### config.mk
export PLATFORM = sky130hd
export DESIGN_NAME = hazard_unit_pipe_flat
export DESIGN_NICKNAME = d
export VERILOG_FILES = /design/src/rtl/hazard_unit_pipe_pkg.sv /design/src/rtl/hazard_unit_pipe_if.sv /design/src/rtl/hazard_stage_tracker.sv /design/src/rtl/hazard_unit_pipe.sv /design/src/flat_wrapper.sv
export SDC_FILE = /design/constraint.sdc
export NUM_CORES = 1
export LEC_CHECK = 0
export ABC_AREA = 1
export CAP_MARGIN = 20
export CORE_MARGIN = 3
export CORE_UTILIZATION = 55
export DETAILED_ROUTE_END_ITERATION = 7
export PLACE_DENSITY = 0.86
export SYNTH_ARGS = -nofsm -noshare
export SYNTH_HDL_FRONTEND = slang
export SYNTH_SLANG_ARGS = --single-unit
### constraint.sdc
create_clock -name clk -period 3.78 [get_ports clk]
set_input_delay 0.756 -clock clk [delete_from_list [all_inputs] [get_ports clk]]
set_output_delay 0.756 -clock clk [all_outputs]
set_load 0.005 [all_outputs]
### src/rtl/hazard_unit_pipe_pkg.sv
// Shared types and constants for the MIPS pipeline hazard unit.
//   FWD_*    : forwarding-select encodings for the E-stage ALU source muxes
//   REG_ZERO : hard-wired zero register, never a hazard source
//   m_state_t/w_state_t : per-stage shadow of destination register and control
package mips_pipe_pkg;

  localparam int unsigned REG_W = 5;
  localparam int unsigned FWD_W = 2;

  localparam logic [FWD_W-1:0] FWD_NONE = 2'b00;
  localparam logic [FWD_W-1:0] FWD_WB   = 2'b01;
  localparam logic [FWD_W-1:0] FWD_MEM  = 2'b10;
  localparam logic [REG_W-1:0] REG_ZERO = 5'd0;

  // E->M payload: everything the hazard logic needs from an instruction in M
  typedef struct packed {
    logic [REG_W-1:0] writereg;
    logic             regwrite;
    logic             memtoreg;
  } m_state_t;

  // M->W payload: a load in W is already forwardable, so memtoreg is not kept
  typedef struct packed {
    logic [REG_W-1:0] writereg;
    logic             regwrite;
  } w_state_t;

  // E-stage source select; M has priority over W, $0 never forwards
  function automatic logic [FWD_W-1:0] fwd_sel(input logic [REG_W-1:0] src,
                                               input m_state_t       m,
                                               input w_state_t       w);
    logic [FWD_W-1:0] sel;
    sel = FWD_NONE;
    if (src != REG_ZERO && src == m.writereg && m.regwrite)
      sel = FWD_MEM;
    else if (src != REG_ZERO && src == w.writereg && w.regwrite)
      sel = FWD_WB;
    return sel;
  endfunction

endpackage

### src/rtl/hazard_unit_pipe_if.sv
// Bundle between controller/datapath (master) and the hazard unit (slave).
//   master drives register specifiers, E/D control bits and clr_cnt;
//   slave returns forwarding selects, stall/flush controls and perf counters.
interface hazard_unit_pipe_if #(
  parameter int unsigned CNT_W = 16
);
  import mips_pipe_pkg::*;

  logic [REG_W-1:0] rsD;
  logic [REG_W-1:0] rtD;
  logic [REG_W-1:0] rsE;
  logic [REG_W-1:0] rtE;
  logic [REG_W-1:0] writeregE;
  logic             regwriteE;
  logic             memtoregE;
  logic             branchD;
  logic             pcsrcD;
  logic             clr_cnt;

  logic             forwardAD;
  logic             forwardBD;
  logic [FWD_W-1:0] forwardAE;
  logic [FWD_W-1:0] forwardBE;
  logic             stallF;
  logic             stallD;
  logic             flushD;
  logic             flushE;
  logic [CNT_W-1:0] stall_cnt;
  logic [CNT_W-1:0] flush_cnt;

  modport master (
    output rsD, rtD, rsE, rtE, writeregE, regwriteE, memtoregE,
           branchD, pcsrcD, clr_cnt,
    input  forwardAD, forwardBD, forwardAE, forwardBE,
           stallF, stallD, flushD, flushE, stall_cnt, flush_cnt
  );

  modport slave (
    input  rsD, rtD, rsE, rtE, writeregE, regwriteE, memtoregE,
           branchD, pcsrcD, clr_cnt,
    output forwardAD, forwardBD, forwardAE, forwardBE,
           stallF, stallD, flushD, flushE, stall_cnt, flush_cnt
  );

endinterface

### src/rtl/hazard_stage_tracker.sv
// Shadow of the E->M->W destination-register/control pipeline.
//   clk, rst_n : clock, async active-low reset
//   i_e        : E-stage writereg/regwrite/memtoreg
//   o_m, o_w   : registered M and W copies
// No enable: E/M/W never stall, bubbles arrive as regwrite=0.
module hazard_stage_tracker
  import mips_pipe_pkg::*;
(
  input  logic     clk,
  input  logic     rst_n,
  input  m_state_t i_e,
  output m_state_t o_m,
  output w_state_t o_w
);

  m_state_t r_m;
  w_state_t r_w;

  // E->M->W shift
  always_ff @(posedge clk or negedge rst_n) begin
    if (!rst_n) begin
      r_m <= '0;
      r_w <= '0;
    end else begin
      r_m <= i_e;
      r_w <= '{writereg: r_m.writereg, regwrite: r_m.regwrite};
    end
  end

  assign o_m = r_m;
  assign o_w = r_w;

endmodule

### src/rtl/hazard_unit_pipe.sv
// Hazard detection and forwarding unit for the 5-stage MIPS pipeline.
//   clk, reset : clock, async active-low reset
//   hz (slave) : D/E specifiers and control in; forward selects, stallF/D,
//                flushD/E and saturating stall/flush counters out.
// Forward/stall/flush outputs are combinational with zero latency.
module hazard_unit_pipe
  import mips_pipe_pkg::*;
#(
  parameter int unsigned CNT_W = 16
) (
  input  logic         clk,
  input  logic         reset,
  hazard_unit_pipe_if.slave hz
);

  m_state_t         w_e;
  m_state_t         w_m;
  w_state_t         w_w;
  logic             w_regwriteM;
  logic             w_memtoregM;
  logic             w_regwriteW;
  logic [REG_W-1:0] w_writeregM;
  logic             w_lwstall;
  logic             w_branchstall;
  logic             w_stall;
  logic             w_flushD;
  logic [CNT_W-1:0] r_stall_cnt;
  logic [CNT_W-1:0] r_flush_cnt;

  assign w_e = '{writereg: hz.writeregE, regwrite: hz.regwriteE,
                 memtoreg: hz.memtoregE};

  hazard_stage_tracker u_tracker (
    .clk   (clk),
    .rst_n (reset),
    .i_e   (w_e),
    .o_m   (w_m),
    .o_w   (w_w)
  );

  assign w_regwriteM = w_m.regwrite;
  assign w_memtoregM = w_m.memtoreg;
  assign w_writeregM = w_m.writereg;
  assign w_regwriteW = w_w.regwrite;

  // E-stage ALU source forwarding
  assign hz.forwardAE = fwd_sel(hz.rsE, w_m, w_w);
  assign hz.forwardBE = fwd_sel(hz.rtE, w_m, w_w);

  // M-to-D forwarding for the branch comparator; W is covered by the
  // register file writing in the first half-cycle
  assign hz.forwardAD = (hz.rsD != REG_ZERO) && (hz.rsD == w_writeregM) && w_regwriteM;
  assign hz.forwardBD = (hz.rtD != REG_ZERO) && (hz.rtD == w_writeregM) && w_regwriteM;

  // Load in E feeding the instruction in D
  assign w_lwstall = hz.memtoregE && hz.regwriteE && (hz.writeregE != REG_ZERO) &&
                     ((hz.writeregE == hz.rsD) || (hz.writeregE == hz.rtD));

  // Branch in D needs an operand that is still in the ALU (E) or the load unit (M)
  assign w_branchstall = hz.branchD &&
    ((hz.regwriteE && (hz.writeregE != REG_ZERO) &&
      ((hz.writeregE == hz.rsD) || (hz.writeregE == hz.rtD))) ||
     (w_memtoregM && (w_writeregM != REG_ZERO) &&
      ((w_writeregM == hz.rsD) || (w_writeregM == hz.rtD))));

  assign w_stall = w_lwstall || w_branchstall;

  // A stall means the branch outcome is not valid yet, so it wins over pcsrcD
  assign w_flushD = hz.pcsrcD && !w_stall;

  assign hz.stallF = w_stall;
  assign hz.stallD = w_stall;
  assign hz.flushE = w_stall;
  assign hz.flushD = w_flushD;

  // Saturating performance counters; clr_cnt overrides an increment
  always_ff @(posedge clk or negedge reset) begin
    if (!reset) begin
      r_stall_cnt <= '0;
      r_flush_cnt <= '0;
    end else if (hz.clr_cnt) begin
      r_stall_cnt <= '0;
      r_flush_cnt <= '0;
    end else begin
      if (w_stall && (r_stall_cnt != '1))
        r_stall_cnt <= r_stall_cnt + CNT_W'(1);
      if (w_flushD && (r_flush_cnt != '1))
        r_flush_cnt <= r_flush_cnt + CNT_W'(1);
    end
  end

  assign hz.stall_cnt = r_stall_cnt;
  assign hz.flush_cnt = r_flush_cnt;

endmodule

### src/flat_wrapper.sv
// flat-port wrapper written by rule: the top's interface ports become plain ports
module hazard_unit_pipe_flat import mips_pipe_pkg::*;
#(
  parameter int unsigned CNT_W = 16
)
  (clk, reset, hz_rsD, hz_rtD, hz_rsE, hz_rtE, hz_writeregE, hz_regwriteE, hz_memtoregE, hz_branchD, hz_pcsrcD, hz_clr_cnt, hz_forwardAD, hz_forwardBD, hz_forwardAE, hz_forwardBE, hz_stallF, hz_stallD, hz_flushD, hz_flushE, hz_stall_cnt, hz_flush_cnt);
  hazard_unit_pipe_if #(.CNT_W(CNT_W)) hz_i ();
  input  logic clk;
  input  logic reset;
  input wire logic [$bits(hz_i.rsD)-1:0] hz_rsD;
  input wire logic [$bits(hz_i.rtD)-1:0] hz_rtD;
  input wire logic [$bits(hz_i.rsE)-1:0] hz_rsE;
  input wire logic [$bits(hz_i.rtE)-1:0] hz_rtE;
  input wire logic [$bits(hz_i.writeregE)-1:0] hz_writeregE;
  input wire logic [$bits(hz_i.regwriteE)-1:0] hz_regwriteE;
  input wire logic [$bits(hz_i.memtoregE)-1:0] hz_memtoregE;
  input wire logic [$bits(hz_i.branchD)-1:0] hz_branchD;
  input wire logic [$bits(hz_i.pcsrcD)-1:0] hz_pcsrcD;
  input wire logic [$bits(hz_i.clr_cnt)-1:0] hz_clr_cnt;
  output wire logic [$bits(hz_i.forwardAD)-1:0] hz_forwardAD;
  output wire logic [$bits(hz_i.forwardBD)-1:0] hz_forwardBD;
  output wire logic [$bits(hz_i.forwardAE)-1:0] hz_forwardAE;
  output wire logic [$bits(hz_i.forwardBE)-1:0] hz_forwardBE;
  output wire logic [$bits(hz_i.stallF)-1:0] hz_stallF;
  output wire logic [$bits(hz_i.stallD)-1:0] hz_stallD;
  output wire logic [$bits(hz_i.flushD)-1:0] hz_flushD;
  output wire logic [$bits(hz_i.flushE)-1:0] hz_flushE;
  output wire logic [$bits(hz_i.stall_cnt)-1:0] hz_stall_cnt;
  output wire logic [$bits(hz_i.flush_cnt)-1:0] hz_flush_cnt;
  assign hz_i.rsD = hz_rsD;
  assign hz_i.rtD = hz_rtD;
  assign hz_i.rsE = hz_rsE;
  assign hz_i.rtE = hz_rtE;
  assign hz_i.writeregE = hz_writeregE;
  assign hz_i.regwriteE = hz_regwriteE;
  assign hz_i.memtoregE = hz_memtoregE;
  assign hz_i.branchD = hz_branchD;
  assign hz_i.pcsrcD = hz_pcsrcD;
  assign hz_i.clr_cnt = hz_clr_cnt;
  assign hz_forwardAD = hz_i.forwardAD;
  assign hz_forwardBD = hz_i.forwardBD;
  assign hz_forwardAE = hz_i.forwardAE;
  assign hz_forwardBE = hz_i.forwardBE;
  assign hz_stallF = hz_i.stallF;
  assign hz_stallD = hz_i.stallD;
  assign hz_flushD = hz_i.flushD;
  assign hz_flushE = hz_i.flushE;
  assign hz_stall_cnt = hz_i.stall_cnt;
  assign hz_flush_cnt = hz_i.flush_cnt;
  hazard_unit_pipe #(.CNT_W(CNT_W)) u_core (.clk(clk), .reset(reset), .hz(hz_i));
endmodule
* After elaboration in Yosys (flattened, before gate mapping) *
Cells that the tools add are included.

word-level totals
  output and inout port bits = 42
  logic and storage cells = 65
  bits in registers = 45
  bits of input ports = 32

cells by class
  add/sub/neg operators = 2
  reduce and logical (&&, ||, !) cells = 36
  equality and inequality tests = 12
  multiplexer cells = 8

operators by type and width
  operator                 number
  $mux W16                 4
  $eq A5 B5 Y1             10
  $add A16 B1 Y16 const B  2
  $ne A16 B16 Y1 const B   2
  $reduce_bool A5 Y1       6
  $logic_and A1 B1 Y1      23
  $logic_or A1 B1 Y1       4
  $mux W2                  2
  $reduce_bool A2 Y1       2
  $mux W1                  2
  $logic_not A1 Y1         1

* Longest topological paths before layout *
Gate-level depths: netlist (run 1).

  depth after elaboration = 11
  depth in mapped cells = 14
  gate-level depth less buffers = 12

* Modules after synthesis *
Synthesis (run 1) repeated with hierarchy kept, for this count alone.

second synthesis, totals
  cell total of the unflattened synthesis = 459
  area, all modules = 3213.1 µm²

modules (own cells, without submodules)
  module                seq. area each (µm²)  cells an instance  area each (µm²)  instances
  hazard_unit_pipe      800.8                 446                2887.8           1
  hazard_stage_tracker  325.3                 13                 325.3            1

* Worst setup path before layout (run 1) *
No wires, ideal clock.

  kind = input -> output
  from = input hz_rtD[4]
  to = output hz_flushD
  path buffers = 1
  slack = 1.445 ns
  data required time = 3.024 ns
  stages on the path = 10
  arrival time = 1.579 ns
  cells stage by stage = inv_1 nand2_1 nand2_1 nor2_1 nand3_1 nand2_1 nand2_2 nand2_4 nor2_4 buf_6

on the way
  cells in the longest elaborated chain, start to end = 8
  elaborated cells between the ends (all ways) = 12
  those cells by class = eq/ne: 2; reduce/logical: 10

RTL lines
  item                                           line                                                                    text
  start, declared                                flat_wrapper.sv:11                                                      input wire logic [$bits(hz_i.rtD)-1:0] hz_rtD;
  $eq A5 B5 Y1, on equally long branches         hazard_unit_pipe.sv:57, hazard_unit_pipe.sv:62, hazard_unit_pipe.sv:64
  $logic_or A1 B1 Y1, on equally long branches   hazard_unit_pipe.sv:57, hazard_unit_pipe.sv:62, hazard_unit_pipe.sv:64
  $logic_and A1 B1 Y1, on equally long branches  hazard_unit_pipe.sv:61, hazard_unit_pipe.sv:63
  $logic_or A1 B1 Y1                             hazard_unit_pipe.sv:62                                                  ((hz.writeregE == hz.rsD) || (hz.writeregE == hz.rtD))) ||
  $logic_and A1 B1 Y1                            hazard_unit_pipe.sv:60                                                  assign w_branchstall = hz.branchD &&
  $logic_or A1 B1 Y1 *                           hazard_unit_pipe.sv:66                                                  assign w_stall = w_lwstall || w_branchstall;
  net hz_flushE                                  flat_wrapper.sv:27                                                      output wire logic [$bits(hz_i.flushE)-1:0] hz_flushE;
  $logic_not A1 Y1 *                             hazard_unit_pipe.sv:69                                                  assign w_flushD = hz.pcsrcD && !w_stall;
  $logic_and A1 B1 Y1 *                          hazard_unit_pipe.sv:69
  end, declared                                  flat_wrapper.sv:26                                                      output wire logic [$bits(hz_i.flushD)-1:0] hz_flushD;

Mark *: on every way through the listed nets, which the timed path passes. The rest lies on a longest branch.

* Worst setup path after layout (run 1) *
  from = input hz_writeregE[4]
  to = output hz_flushE

on the way
  cells in the longest elaborated chain, start to end = 6
  elaborated cells between the ends (all ways) = 11
  those cells by class = eq/ne: 2; reduce/logical: 9

RTL lines
  item                                                       line                                                                    text
  start, declared                                            flat_wrapper.sv:14                                                      input wire logic [$bits(hz_i.writeregE)-1:0] hz_writeregE;
  $eq A5 B5 Y1 or $reduce_bool A5 Y1 (tied branches)         -
  $logic_or A1 B1 Y1 or $logic_and A1 B1 Y1 (tied branches)  hazard_unit_pipe.sv:57, hazard_unit_pipe.sv:62, hazard_unit_pipe.sv:61
  $logic_and A1 B1 Y1                                        hazard_unit_pipe.sv:61                                                  ((hz.regwriteE && (hz.writeregE != REG_ZERO) &&
  $logic_or A1 B1 Y1                                         hazard_unit_pipe.sv:62
  $logic_and A1 B1 Y1                                        hazard_unit_pipe.sv:60
  $logic_or A1 B1 Y1 *                                       hazard_unit_pipe.sv:66
  end, declared                                              flat_wrapper.sv:27

Mark *: on every way between the ends. The rest lies on a longest branch, timed or not.

==> results of run 1 <==
## cells by family after synthesis
logic type | synth area share (%)
xor gates and xnor gates | 10.5
AOI/OAI and AO/OA | 3.99
adders and majority gates | 0.789
buffers and inverters | 9.47
DFF | 35.5
and+or+nand+nor | 39.7
## routing by layer
| metal | routed length (um) | vias to the layer above |
|---|---|---|
| li1 | - | 1596 |
| met1 | 3870 | 1514 |
| met2 | 4070 | 128 |
| met3 | 523 | 19 |
| met4 | 188 | 0 |
| met5 | 0 | - |
## stage by stage
stage	util (%)	hold slack, ns
2_1_floorplan	-	0.349
3_3_place_gp	70.6	0.412
3_5_place_dp	70.6	0.399
4_1_cts	73.0	0.430
5_1_grt	73.4	0.274
6_report	73.4	0.281
## power breakdown
group	internal, uW	switching, uW
clock network	263	170
logic	72.3	91.6
registers	491	14.7
## state kept, by name, indices dropped and copies added (netlist names)
signal,flops
u_core.u_tracker.o_m,7
u_core.hz.stall_cnt,16
u_core.u_tracker.o_w,6
u_core.hz.flush_cnt,16
## synthesized netlist by cell type, types with 5 or more instances
cell type | count | share of area, %
nand2_1 | 109 | 13
nand3_1 | 58 | 9.2
nor2_1 | 50 | 5.9
inv_1 | 47 | 5.6
dfrtp_1 | 45 | 36
xor2_1 | 30 | 8.3
nand4_1 | 23 | 4.5
nor3_1 | 12 | 1.9
nand3b_1 | 10 | 2.4
inv_2 | 9 | 1.1
xnor2_1 | 8 | 2.2
o21ai_0 | 5 | 0.79
## cell type report
cell class,instances,area [sq um],share of cell area [%]
clock inverters,3,65.1,1.60
inverters,57,216,5.33
well taps,72,90.1,2.22
flip-flops and latches,45,1130,27.7
repair buffers,75,753,18.5
multi-input cells,332,1740,42.9
clock buffers,5,68.8,1.69
## worst max-delay path, stage by stage
cell	delay, ns
clkdlybuf4s50_1	0.60
inv_1	0.09
nand2_1	0.06
nand2_1	0.05
nor2_1	0.11
nand3_1	0.08
nand2_1	0.10
nand2_1	0.12
nand2_4	0.15
clkdlybuf4s50_1	0.53
## worst paths after layout
check                                          endpoint  slack, ns
max in group asynchronous        u_core.hz.stall_cnt[6]       3.04
min in group clk                u_core.u_tracker.o_w[0]       0.43
worst min register to register  u_core.u_tracker.o_w[0]       0.43
worst max register to register   u_core.hz.flush_cnt[6]       1.78
worst min-delay path            u_core.hz.flush_cnt[14]       0.28
worst max-delay path                          hz_flushE       0.37
==> run metrics, run 1 <==
Clock Skew=0.00685 ns; cts hold-fix bufs=0; Starting Density=57.2%; period utilisation layout=90.1%; Final WS setup=0.373 ns; post-layout min period=3.41 ns; WL/cell=14.7 um; GR Overflow Total=0; filler instances=460; PostCTS Resize Cnt=0; Nets=550; diodes inserted=0; Clock Pin Slew Worst Setup and Hold Paths=0.09 ns; largest net degree at the start of global routing=64; post-detail-place hpwl=6.24 mm; Max clock buf depth=2; run status=completed; htree depth=2; vias per cell=5.53; CP Launch Type=primary input; IO buf count=73; initial antenna violation count=0; worst hold path class=primary input to asynchronous set/reset pin; Setup-failing EPs final=0; postcts setup bufs=0; Yosys cell types=35; Power, Total=1100 uW; endpoints failing hold=0; slew margin rel.=35.9%; crit path from=hz_writeregE[4]; unrepaired setup endpoints after global routing=false; TritonCTS clock tree=built; DRT Pass-1 Iters=5; dpl cells=580; worst skew pair latency=0.30 ns; grt peak-use layer=met2; Routed Antenna Nets=0; area delta synth->final=28.2%; CTS sink count=45; Lkg Pwr=0.00198 uW; Crit. End Element=output port; gr usage total=27.4%; register area share after synthesis=35.5%; Worst EP required=3.02 ns; design area=4060 sq um; placed cell area=3910 sq um; Final Wtd Congestion=0.955; DRT Wirelength=8.65 mm; Peak VDD IR=0.178 mV; Iteration-0 DRC Markers=201; WS Path Type=primary input to output port; CTS root buffer=clkbuf_8; Post-Layout Cell Count=589; core area=5540 sq um; Worst R2R Start=u_core.u_tracker.o_m[2]; Worst Path Max Fanout=5; post-place setup slack=0.394 ns; die footprint=6710 sq um; Syn Area/Cell=7.08 sq um; #FFs+latches synth=45; I/O pin count=74; Top FF cell, synth=dfrtp_1; Max-Cap Viols=0; grt met1 use=36.1%; Syn Nets=482; fin. max-slew vios=0; Post-synth EDFFs=0; Synth Warn #=0; met3 GRT Util=5.70%; Cells after Synth=448; vias in the first global route=3161; # rows=27; die height=81.9 um; met2 GRT Util=43.7%; PD cells=271 nW/um^2; Least-Margin Pin Slew=0.960 ns; Peak Freq=0.293 GHz; critical path arrival=2.65 ns; drt drc=0; layout cells sized above 1=5.61%; first-pass GRT wire length=14.5 mm; Final TNS setup=0 ns; Async SR Flop Fraction=100%; worst-case reg-to-reg path depth=8; CTS Buf Count=5; routed vias=3257; Die X=81.9 um; most common cell after layout, fill and taps aside=nand2_1; cell area after synthesis=3170 sq um; most frequent cells in the layout=109 x nand2_1, 72 x clkdlybuf4s50_1, 58 x nand3_1
Note: power is estimated with default switching activity, not from simulation.
==> inputs of run 2 (changes only) <==
--- a/config.mk
+++ b/config.mk
@@ -11,6 +11,7 @@
 export CORE_UTILIZATION = 55
 export DETAILED_ROUTE_END_ITERATION = 7
 export PLACE_DENSITY = 0.86
+export SLEW_MARGIN = 20
 export SYNTH_ARGS = -nofsm -noshare
 export SYNTH_HDL_FRONTEND = slang
 export SYNTH_SLANG_ARGS = --single-unit
==> run 2 against run 1 <==
Net effect:
- sequential cell count stayed put
- clock-buffer cell count unchanged
- sequential power about the same
- clock power about the same
- final cell count down 0.17%
- hold slack gained 0.15 ns
- utilization is 0.32 points lower
- combinational power about the same
- non-clock buffer count decreased by 1
- worst setup slack gained 0.0096 ns
- global-route usage did not move
- critical path depth did not move
- critical endpoint unchanged
==> run metrics, run 2 (synthesis gave the netlist of run 1 again) <==
run status=completed (unchanged); post-detail-place hpwl=6.24 mm (unchanged); layout cells sized above 1=5.43% (was 5.61%); CP Launch Type=primary input (unchanged); Final Wtd Congestion=0.955 (unchanged); die height=81.9 um (unchanged); WS Path Type=primary input to output port (unchanged); Nets=549 (was 550); Clock Skew=0.00660 ns (was 0.00685 ns); Crit. End Element=output port (unchanged); Routed Antenna Nets=0 (unchanged); Final WS setup=0.382 ns (was 0.373 ns); DRT Pass-1 Iters=4 (was 5); TritonCTS clock tree=built (unchanged); dpl cells=580 (unchanged); WL/cell=14.6 um (was 14.7 um); Worst EP required=3.02 ns (about the same); htree depth=2 (unchanged); slew margin rel.=35.8% (was 35.9%); GR Overflow Total=0 (unchanged); worst hold path class=primary input to asynchronous set/reset pin (unchanged); endpoints failing hold=0 (unchanged); CTS Buf Count=5 (unchanged); PD cells=272 nW/um^2 (was 271 nW/um^2); most common cell after layout, fill and taps aside=nand2_1 (unchanged); diodes inserted=0 (unchanged); Least-Margin Pin Slew=0.962 ns (was 0.960 ns); postcts setup bufs=0 (unchanged); post-layout min period=3.40 ns (was 3.41 ns); core area=5540 sq um (unchanged); routed vias=3264 (was 3257); Starting Density=57.2% (unchanged); # rows=27 (unchanged); die footprint=6710 sq um (unchanged); gr usage total=27.4% (unchanged); crit path from=hz_writeregE[4] (unchanged); critical path arrival=2.64 ns (was 2.65 ns); Iteration-0 DRC Markers=217 (was 201); period utilisation layout=89.9% (was 90.1%); most frequent cells in the layout=109 x nand2_1, 72 x clkdlybuf4s50_1, 58 x nand3_1 (unchanged); vias in the first global route=3161 (unchanged); vias per cell=5.55 (was 5.53); Clock Pin Slew Worst Setup and Hold Paths=0.08 ns (was 0.09 ns); unrepaired setup endpoints after global routing=false (unchanged); post-layout util=73.0% (was 73.4%); CP bufs+invs=3 (unchanged); largest net degree at the start of global routing=64 (unchanged); most frequent CP cell=nand2_1 (unchanged); Slowest-stage cell, CP=clkdlybuf4s50_1 (unchanged); Worst Path Max Fanout=5 (unchanged); Die X=81.9 um (unchanged); I/O pin count=74 (unchanged); cell-by-cell trace of the critical path=clkdlybuf4s50_1 -> inv_1 -> nand2_1 -> nand2_1 -> nor2_1 -> nand3_1 -> nand2_1 -> nand2_1 -> nand2_4 -> clkdlybuf4s50_1 (unchanged); Peak Freq=0.294 GHz (was 0.293 GHz); Final TNS setup=0 ns (unchanged); cts hold-fix bufs=0 (unchanged); Max-Cap Viols=0 (unchanged); CP max stage delay=0.60 ns (about the same); IO buf count=73 (unchanged); drt drc=0 (unchanged); CTS root buffer=clkbuf_8 (unchanged); CTS sink count=45 (unchanged); first-pass GRT wire length=14.5 mm (unchanged); initial antenna violation count=0 (unchanged); Worst R2R Start=u_core.u_tracker.o_m[2] (unchanged); worst skew pair latency=0.30 ns (about the same); Post-Layout Cell Count=588 (was 589); fin. max-slew vios=0 (unchanged); post-place setup slack=0.394 ns (unchanged); Peak VDD IR=0.180 mV (was 0.178 mV); area delta synth->final=27.6% (was 28.2%); DRT Wirelength=8.60 mm (was 8.65 mm); PostCTS Resize Cnt=0 (unchanged); Setup-failing EPs final=0 (unchanged); Max clock buf depth=2 (unchanged); Lkg Pwr=0.00197 uW (was 0.00198 uW); CP delay by family, top=buffers and inverters (unchanged)
==> run 2: power breakdown <==
group / switching [uW] / internal (uW) / leakage (uW)
sequential: 14.7 / 491 / 0.000597
combinational: 91.0 / 70.5 / 0.00130
clock: 171 / 263 / 0.0000681
total: 277 / 824 / 0.00197
==> run 2: area by class of cell <==
cell class | count | area [sq um]
multi-input cells | 332 | 1740
inverters | 57 | 216
well taps | 72 | 90.1
repair buffers | 74 | 736
clock inverters | 3 | 65.1
clock buffers | 5 | 68.8
flip-flops and latches | 45 | 1130
fillers | 461 | 1490
==> run 2: metal layers <==
metal	track usage, %	wire, um	vias to the layer above
met1	36.1	3880	1529
met5	0	0	-
met2	43.7	4050	123
met4	11.5	180	0
li1	-	-	1595
met3	5.70	491	17
==> run 2: metrics by stage <==
| step | area [sq um] | power, uW | hold slack, ns |
|---|---|---|---|
| final | 4050 | 1100 | 0.435 |
| after global routing | 4050 | 1140 | 0.438 |
| after CTS | 4040 | 1100 | 0.430 |
| after detailed placement | 3910 | 674 | 0.399 |
| after global placement | 3910 | 669 | 0.412 |
| after floorplan | 3170 | 593 | 0.349 |
==> run 2: final timing paths <==
kind,to,slack [ns],depth (start not counted)
hold reg to reg,u_core.u_tracker.o_w[0],0.44,0
setup reg to reg,u_core.hz.stall_cnt[14],1.78,12
max in group asynchronous,u_core.hz.stall_cnt[7],2.94,1
setup / recovery,hz_flushE,0.38,10
hold / removal,u_core.hz.flush_cnt[6],0.44,1
min in group clk,u_core.u_tracker.o_w[0],0.44,0
